$ cat src/rtl/sha256_pkg.sv
// -----------------------------------------------------------------------------
// sha256_pkg
// Shared SHA-256 definitions for the compression core:
//   - FSM state encoding for the round engine
//   - initial hash value (IV) words H0_INIT..H7_INIT and the packed IV
//   - 64-entry round-constant table, read through k_of(t)
//   - bit-level helpers rotr, big_sigma0, big_sigma1, ch, maj
// -----------------------------------------------------------------------------
package sha256_pkg;

  typedef enum logic [2:0] {IDLE, LOAD, ROUND, FINAL, DONE} state_t;

  localparam logic [31:0] H0_INIT = 32'h6a09e667;
  localparam logic [31:0] H1_INIT = 32'hbb67ae85;
  localparam logic [31:0] H2_INIT = 32'h3c6ef372;
  localparam logic [31:0] H3_INIT = 32'ha54ff53a;
  localparam logic [31:0] H4_INIT = 32'h510e527f;
  localparam logic [31:0] H5_INIT = 32'h9b05688c;
  localparam logic [31:0] H6_INIT = 32'h1f83d9ab;
  localparam logic [31:0] H7_INIT = 32'h5be0cd19;

  // H0 occupies the most significant word, matching the digest layout.
  localparam logic [255:0] IV = {H0_INIT, H1_INIT, H2_INIT, H3_INIT,
                                 H4_INIT, H5_INIT, H6_INIT, H7_INIT};

  localparam logic [31:0] K_TAB [0:63] = '{
    32'h428a2f98, 32'h71374491, 32'hb5c0fbcf, 32'he9b5dba5,
    32'h3956c25b, 32'h59f111f1, 32'h923f82a4, 32'hab1c5ed5,
    32'hd807aa98, 32'h12835b01, 32'h243185be, 32'h550c7dc3,
    32'h72be5d74, 32'h80deb1fe, 32'h9bdc06a7, 32'hc19bf174,
    32'he49b69c1, 32'hefbe4786, 32'h0fc19dc6, 32'h240ca1cc,
    32'h2de92c6f, 32'h4a7484aa, 32'h5cb0a9dc, 32'h76f988da,
    32'h983e5152, 32'ha831c66d, 32'hb00327c8, 32'hbf597fc7,
    32'hc6e00bf3, 32'hd5a79147, 32'h06ca6351, 32'h14292967,
    32'h27b70a85, 32'h2e1b2138, 32'h4d2c6dfc, 32'h53380d13,
    32'h650a7354, 32'h766a0abb, 32'h81c2c92e, 32'h92722c85,
    32'ha2bfe8a1, 32'ha81a664b, 32'hc24b8b70, 32'hc76c51a3,
    32'hd192e819, 32'hd6990624, 32'hf40e3585, 32'h106aa070,
    32'h19a4c116, 32'h1e376c08, 32'h2748774c, 32'h34b0bcb5,
    32'h391c0cb3, 32'h4ed8aa4a, 32'h5b9cca4f, 32'h682e6ff3,
    32'h748f82ee, 32'h78a5636f, 32'h84c87814, 32'h8cc70208,
    32'h90befffa, 32'ha4506ceb, 32'hbef9a3f7, 32'hc67178f2
  };

  function automatic logic [31:0] k_of(input logic [5:0] t);
    return K_TAB[t];
  endfunction

  function automatic logic [31:0] rotr(input logic [31:0] x, input int unsigned n);
    return (x >> n) | (x << (32 - n));
  endfunction

  function automatic logic [31:0] big_sigma0(input logic [31:0] x);
    return rotr(x, 2) ^ rotr(x, 13) ^ rotr(x, 22);
  endfunction

  function automatic logic [31:0] big_sigma1(input logic [31:0] x);
    return rotr(x, 6) ^ rotr(x, 11) ^ rotr(x, 25);
  endfunction

  function automatic logic [31:0] ch(input logic [31:0] x, input logic [31:0] y,
                                     input logic [31:0] z);
    return (x & y) ^ (~x & z);
  endfunction

  function automatic logic [31:0] maj(input logic [31:0] x, input logic [31:0] y,
                                      input logic [31:0] z);
    return (x & y) ^ (x & z) ^ (y & z);
  endfunction

endpackage

$ cat src/rtl/sha256_round_fn.sv
// -----------------------------------------------------------------------------
// sha256_round_fn
// Purely combinational single SHA-256 compression round.
// Ports:
//   i_work [255:0]  working variables {a,b,c,d,e,f,g,h}, a in [255:224]
//   i_k    [31:0]   round constant K[t]
//   i_w    [31:0]   schedule word W[t]
//   o_work [255:0]  working variables after the round, same packing
// -----------------------------------------------------------------------------
module sha256_round_fn
  import sha256_pkg::*;
(
  input  logic [255:0] i_work,
  input  logic [31:0]  i_k,
  input  logic [31:0]  i_w,
  output logic [255:0] o_work
);

  logic [31:0] w_a, w_b, w_c, w_d, w_e, w_f, w_g, w_h;
  logic [31:0] w_t1, w_t2;

  assign {w_a, w_b, w_c, w_d, w_e, w_f, w_g, w_h} = i_work;

  // All sums wrap modulo 2^32 through the 32-bit result width.
  assign w_t1 = w_h + big_sigma1(w_e) + ch(w_e, w_f, w_g) + i_k + i_w;
  assign w_t2 = big_sigma0(w_a) + maj(w_a, w_b, w_c);

  assign o_work = {w_t1 + w_t2, w_a, w_b, w_c, w_d + w_t1, w_e, w_f, w_g};

endmodule

$ cat src/rtl/sha256_round_engine.sv
// -----------------------------------------------------------------------------
// sha256_round_engine
// Iterative SHA-256 compression core: one 512-bit block in ROUNDS single-cycle
// rounds, fed one schedule word per round over a valid/ready handshake.
// Ports:
//   clk, rst         clock (rising edge), synchronous active-high reset
//   start            begin a block (honoured only in IDLE)
//   first_block      with start: 1 = seed H from IV, 0 = chain from current H
//   w_valid, w_data  schedule word W[t] for the current round
//   w_ready          engine consumes W[t] this cycle (ROUND state)
//   busy             high in every state except IDLE
//   done             one-cycle pulse once the digest holds the block result
//   round_idx        current round t, 0 outside ROUND
//   digest           {H0..H7}, H0 in [255:224]
// -----------------------------------------------------------------------------
module sha256_round_engine
  import sha256_pkg::*;
#(
  parameter int ROUNDS = 64
) (
  input  logic         clk,
  input  logic         rst,
  input  logic         start,
  input  logic         first_block,
  input  logic         w_valid,
  input  logic [31:0]  w_data,
  output logic         w_ready,
  output logic         busy,
  output logic         done,
  output logic [5:0]   round_idx,
  output logic [255:0] digest
);

  state_t       r_state, w_state_nxt;
  logic [255:0] r_h, r_work;
  logic [5:0]   r_t;
  logic [255:0] w_work_nxt, w_h_sum;
  logic [31:0]  w_k;
  logic         w_fire, w_last;

  assign w_k    = k_of(r_t);
  assign w_fire = (r_state == ROUND) && w_valid;
  assign w_last = (r_t == 6'(ROUNDS - 1));

  sha256_round_fn u_round (
    .i_work (r_work),
    .i_k    (w_k),
    .i_w    (w_data),
    .o_work (w_work_nxt)
  );

  // Final feed-forward: each chaining word plus its working variable.
  always_comb begin
    w_h_sum = '0;
    for (int i = 0; i < 8; i++) begin
      w_h_sum[i*32 +: 32] = r_h[i*32 +: 32] + r_work[i*32 +: 32];
    end
  end

  always_ff @(posedge clk) begin
    if (rst) r_state <= IDLE;
    else     r_state <= w_state_nxt;
  end

  always_comb begin
    w_state_nxt = r_state;
    w_ready     = 1'b0;
    busy        = 1'b1;
    done        = 1'b0;
    round_idx   = '0;
    case (r_state)
      IDLE: begin
        busy = 1'b0;
        if (start) w_state_nxt = LOAD;
      end
      LOAD:  w_state_nxt = ROUND;
      ROUND: begin
        w_ready   = 1'b1;
        round_idx = r_t;
        if (w_fire && w_last) w_state_nxt = FINAL;
      end
      FINAL: w_state_nxt = DONE;
      DONE: begin
        // A start here is deliberately dropped; it must be re-issued in IDLE.
        done        = 1'b1;
        w_state_nxt = IDLE;
      end
      default: w_state_nxt = IDLE;
    endcase
  end

  always_ff @(posedge clk) begin
    if (rst) begin
      r_h    <= IV;
      r_work <= '0;
      r_t    <= '0;
    end else begin
      case (r_state)
        IDLE:  if (start && first_block) r_h <= IV;
        LOAD: begin
          r_work <= r_h;
          r_t    <= '0;
        end
        ROUND: begin
          if (w_fire) begin
            r_work <= w_work_nxt;
            r_t    <= r_t + 6'd1;
          end
        end
        FINAL: r_h <= w_h_sum;
        default: ;
      endcase
    end
  end

  assign digest = r_h;

endmodule
$ cat config.mk
export PLATFORM = sky130hd
export DESIGN_NAME = sha256_round_engine
export DESIGN_NICKNAME = d
export VERILOG_FILES = /design/src/rtl/sha256_pkg.sv /design/src/rtl/sha256_round_fn.sv /design/src/rtl/sha256_round_engine.sv
export SDC_FILE = /design/constraint.sdc
export NUM_CORES = 2
export LEC_CHECK = 0
export ABC_CLOCK_PERIOD_IN_PS = 10700
export BUFFER_PORTS_ARGS = -buffer_cell sky130_fd_sc_hd__buf_2
export CORE_UTILIZATION = 25
export DETAILED_ROUTE_END_ITERATION = 8
export GPL_ROUTABILITY_DRIVEN = 0
export PLACE_DENSITY = 0.38
export SKIP_CTS_REPAIR_TIMING = 1
export SLEW_MARGIN = 20
export SYNTH_ARGS = -nofsm -noshare
export SYNTH_HDL_FRONTEND = slang
export SYNTH_SLANG_ARGS = --single-unit
$ cat constraint.sdc
create_clock -name clk -period 10.7 [get_ports clk]
set_input_delay 2.14 -clock clk [delete_from_list [all_inputs] [get_ports clk]]
set_output_delay 2.14 -clock clk [all_outputs]
set_load 0.1 [all_outputs]
==> flow_metrics.env <==
export IMPL_p_leak_nw=22.21
export IMPL_design_final_nets=6404
export IMPL_tightestPinTransition_ns=1.119
export IMPL_rsz0062_at_grt="false"
export IMPL_hold_path_startpoint="r_work[101]$_SDFFE_PP0P_"
export IMPL_cp_max_fo=30
export IMPL_worstHoldPathCells=2
export IMPL_most_instantiated_library_cell_after_synthesis="sky130_fd_sc_hd__nand2_1"
export IMPL_holdCritPathClass="flop to flop"
export IMPL_worst_setup_path_end_kind="flop"
export IMPL_fmax_ghz=0.1081
export IMPL_die_h_um=424.2
export IMPL_largest_net_degree_at_the_start_of_global_routing=160
export IMPL_final_layout_size_suffix_gt1_frac=0.1028
export IMPL_layout_area_overhead_vs_synth_pct=14.15
export IMPL_violations="design-rule violations"
export IMPL_initial_core_util=0.2524
export IMPL_rrSetupSlack_ns=1.45
export IMPL_setup_tns_ns=0
export IMPL_antenna_violations_before_repair=3
export IMPL_cts_max_path_buffers=3
export IMPL_r2r_start="r_t[0]$_SDFFE_PP0P_"
export IMPL_core_sq_um=176500
export IMPL_run_status="finished, violations left"
export IMPL_final_hold_viol_count=0
export IMPL_drv_slew=0
export IMPL_post_synth_main_area_contributors="sky130_fd_sc_hd__dfxtp_1, sky130_fd_sc_hd__ha_1, sky130_fd_sc_hd__fa_1"
export IMPL_filler_cell_count=19280
export IMPL_share_of_the_synthesized_area_in_the_top_cell_type=0.2341
export IMPL_post_synth_num_cell_types=102
export IMPL_rr_worst_depth=35
export IMPL_postLayoutCoreUtil=0.2881
export IMPL_share_of_flip_flops_with_an_asynchronous_set_or_reset_after_synthesis=0
export IMPL_detailed_route_iter0_violations=3664
export IMPL_clk_root_buffer_cell="sky130_fd_sc_hd__clkbuf_16"
export IMPL_max_slew_margin_rel=0.2464
export IMPL_die_w_um=424.2
export IMPL_mappedNetlistNets=6301
export IMPL_boundaryPins=302
export IMPL_commonest_cells_in_the_netlist="sky130_fd_sc_hd__nand2_1, sky130_fd_sc_hd__nor2_1, sky130_fd_sc_hd__dfxtp_1"
export IMPL_finish_instance_area_sq_um=50860
export IMPL_synth_register_bits=521
export IMPL_max_incr_delay_on_cp_ns=0.94
export IMPL_synth_cells=5765
export IMPL_timing_final_setup_violations=0
export IMPL_whs_endpoint="r_work[101]$_SDFFE_PP0P_"
export IMPL_final_period_utilization=0.8647
export IMPL_crit_path_start_kind="flop"
export IMPL_synthesis_area_per_instance_sq_um=7.728
export IMPL_worstReg2RegEnd="r_work[254]$_SDFFE_PP0P_"
export IMPL_cpMaxStageDelayCell="sky130_fd_sc_hd__ha_1"
export IMPL_worst_setup_hold_path_clk_slew_ns=0.06
export IMPL_cts_htree_levels=3
export IMPL_die_area_sq_um=179900
export IMPL_cp_common_cell="sky130_fd_sc_hd__inv_1"
export IMPL_drt_wl_total_um=205100
export IMPL_crit_required_ns=11.31
export IMPL_maxCapViolCount=0
export IMPL_global_route_wire_length_before_repair_um=296100
export IMPL_groute_usage_overall=0.2218
export IMPL_drt_wirelength_per_cell_um=24.82
export IMPL_cts_sinks=521
export IMPL_route_detailed_drc=10
export IMPL_synth_cell_area_sq_um=44550
export IMPL_num_vias=43000
export IMPL_cts_tree="built"
export IMPL_crit_arrival_ns=9.86
export IMPL_drt_first_pass_iters=9
export IMPL_grt_pass1_vias=40930
export IMPL_finalWorstPathRequiredPeriod_ns=9.252
export IMPL_vdd_ir_drop_max_mv=0.3379
export IMPL_power_density_cell_area_nw_per_um2=346.8
export IMPL_share_of_synthesized_area_occupied_by_flip_flops_and_latches=0.2341
export IMPL_worst_skew_pair_late_latency_ns=0.71
export IMPL_synth_enable_flop_cells=0
export IMPL_detailed_place_area_sq_um=48340
export IMPL_cell_type_with_the_highest_aggregate_area_in_the_netlist="sky130_fd_sc_hd__dfxtp_1"
export IMPL_avgViaCountPerCell=5.203
export IMPL_drtAntennaViolNets=0
export IMPL_ys_flop_type="sky130_fd_sc_hd__dfxtp_1"
export IMPL_fp_row_count=154
export IMPL_cts_buffers=77
export IMPL_grt_overflow_total=0
export IMPL_place_detailed_hpwl_um=154100
export IMPL_critical_path_class="flop to flop"
export IMPL_portBuffers=301
export IMPL_worst_clock_skew_ns=0.02306
export IMPL_number_of_synthesis_warnings=0
[stage by stage]
step / power, W / cells / setup WS, ns / hold WS [ns]
2_1_floorplan: 0.01103 / 5765 / 2.006 / 0.4814
3_3_place_gp: 0.01487 / 8129 / 1.139 / 0.4449
3_5_place_dp: 0.01480 / 8129 / 1.035 / 0.4491
4_1_cts: 0.01758 / 8263 / 1.590 / 0.4579
5_1_grt: 0.01901 / 8263 / 0.9249 / 0.5091
6_report: 0.01764 / 8265 / 1.448 / 0.4573
[cell families (layout without fill, tap and decap cells)]
family / Yosys count / count (layout) / synth area share
simple gates: 1737 / 1737 / 0.1736
other cells: 0 / 2 / 0
mux: 60 / 60 / 0.01491
fa+ha+maj: 501 / 501 / 0.1633
flops: 521 / 521 / 0.2341
xor+xnor: 421 / 421 / 0.08293
buf+inv: 749 / 907 / 0.06437
compound gates: 1776 / 1776 / 0.2668
[registers in the layout, indices dropped and copies added, names as in the netlist]
| register | flops |
|---|---|
| r_state | 3 |
| r_work | 256 |
| digest | 256 |
| r_t | 6 |
[power breakdown]
part	internal, W	switching (W)	total [W]	leakage [nW]
Clock	0.00156	0.00108	0.00264	1.22
Sequential	0.00208	0.000292	0.00237	4.25
Combinational	0.00460	0.00802	0.0126	16.7
[per-layer routing]
layer,wire length (um),track usage
met1,93960,0.2994
met5,13,0
met2,96330,0.3694
met4,6030,0.06522
met3,8767,0.02479
[worst max-delay path, delay by kind of cell, from the launching register on]
kind / cells / cell delay [ns]
flops: 1 / 0.30
buf+inv: 6 / 0.98
compound gates: 16 / 3.84
simple gates: 6 / 1.20
xor+xnor: 1 / 0.09
fa+ha+maj: 6 / 2.76
[area by class of cell]
cell class / count / area, sq um / share of cell area
clock inverters: 17 / 271.5 / 0.005339
clock buffers: 117 / 2237 / 0.04399
multi-input cells: 4495 / 31330 / 0.6161
diodes: 2 / 5.005 / 0.00009841
flip-flops and latches: 521 / 10440 / 0.2052
well taps: 2340 / 2928 / 0.05757
inverters: 382 / 1441 / 0.02834
repair buffers: 391 / 2205 / 0.04335
[cell usage in the layout (no fill, tap or decap), types with 35 or more instances in the layout]
| cell type | n |
|---|---|
| sky130_fd_sc_hd__nand3_1 | 76 |
| sky130_fd_sc_hd__a211oi_1 | 44 |
| sky130_fd_sc_hd__clkbuf_16 | 77 |
| sky130_fd_sc_hd__a21oi_1 | 480 |
| sky130_fd_sc_hd__ha_1 | 364 |
| sky130_fd_sc_hd__nand2_1 | 663 |
| sky130_fd_sc_hd__fa_1 | 135 |
| sky130_fd_sc_hd__o22ai_1 | 110 |
| sky130_fd_sc_hd__o21ai_0 | 269 |
| sky130_fd_sc_hd__and3_1 | 35 |
| sky130_fd_sc_hd__nor2_1 | 558 |
| sky130_fd_sc_hd__buf_4 | 89 |
| sky130_fd_sc_hd__xor2_1 | 171 |
| sky130_fd_sc_hd__dfxtp_1 | 517 |
| sky130_fd_sc_hd__nor3_1 | 64 |
| sky130_fd_sc_hd__buf_2 | 300 |
| sky130_fd_sc_hd__nand2b_1 | 139 |
| sky130_fd_sc_hd__xnor2_1 | 249 |
| sky130_fd_sc_hd__a22oi_1 | 72 |
| sky130_fd_sc_hd__a31oi_1 | 42 |
| sky130_fd_sc_hd__o21bai_1 | 36 |
| sky130_fd_sc_hd__a311oi_1 | 205 |
| sky130_fd_sc_hd__a21o_1 | 161 |
| sky130_fd_sc_hd__inv_1 | 379 |
| sky130_fd_sc_hd__nor2b_1 | 44 |
| sky130_fd_sc_hd__o21a_1 | 54 |
[worst max-delay path by stage]
stage,startpoint,to,cells after the start
2_1_floorplan,w_data[1],r_work[254]$_SDFFE_PP0P_,31
3_3_place_gp,w_data[7],r_work[254]$_SDFFE_PP0P_,31
3_5_place_dp,w_data[1],r_work[254]$_SDFFE_PP0P_,31
4_1_cts,r_t[0]$_SDFFE_PP0P_,r_work[254]$_SDFFE_PP0P_,35
5_1_grt,r_t[0]$_SDFFE_PP0P_,r_work[254]$_SDFFE_PP0P_,35
6_report,r_t[0]$_SDFFE_PP0P_,r_work[254]$_SDFFE_PP0P_,35
(Power assumes the default switching activity.)
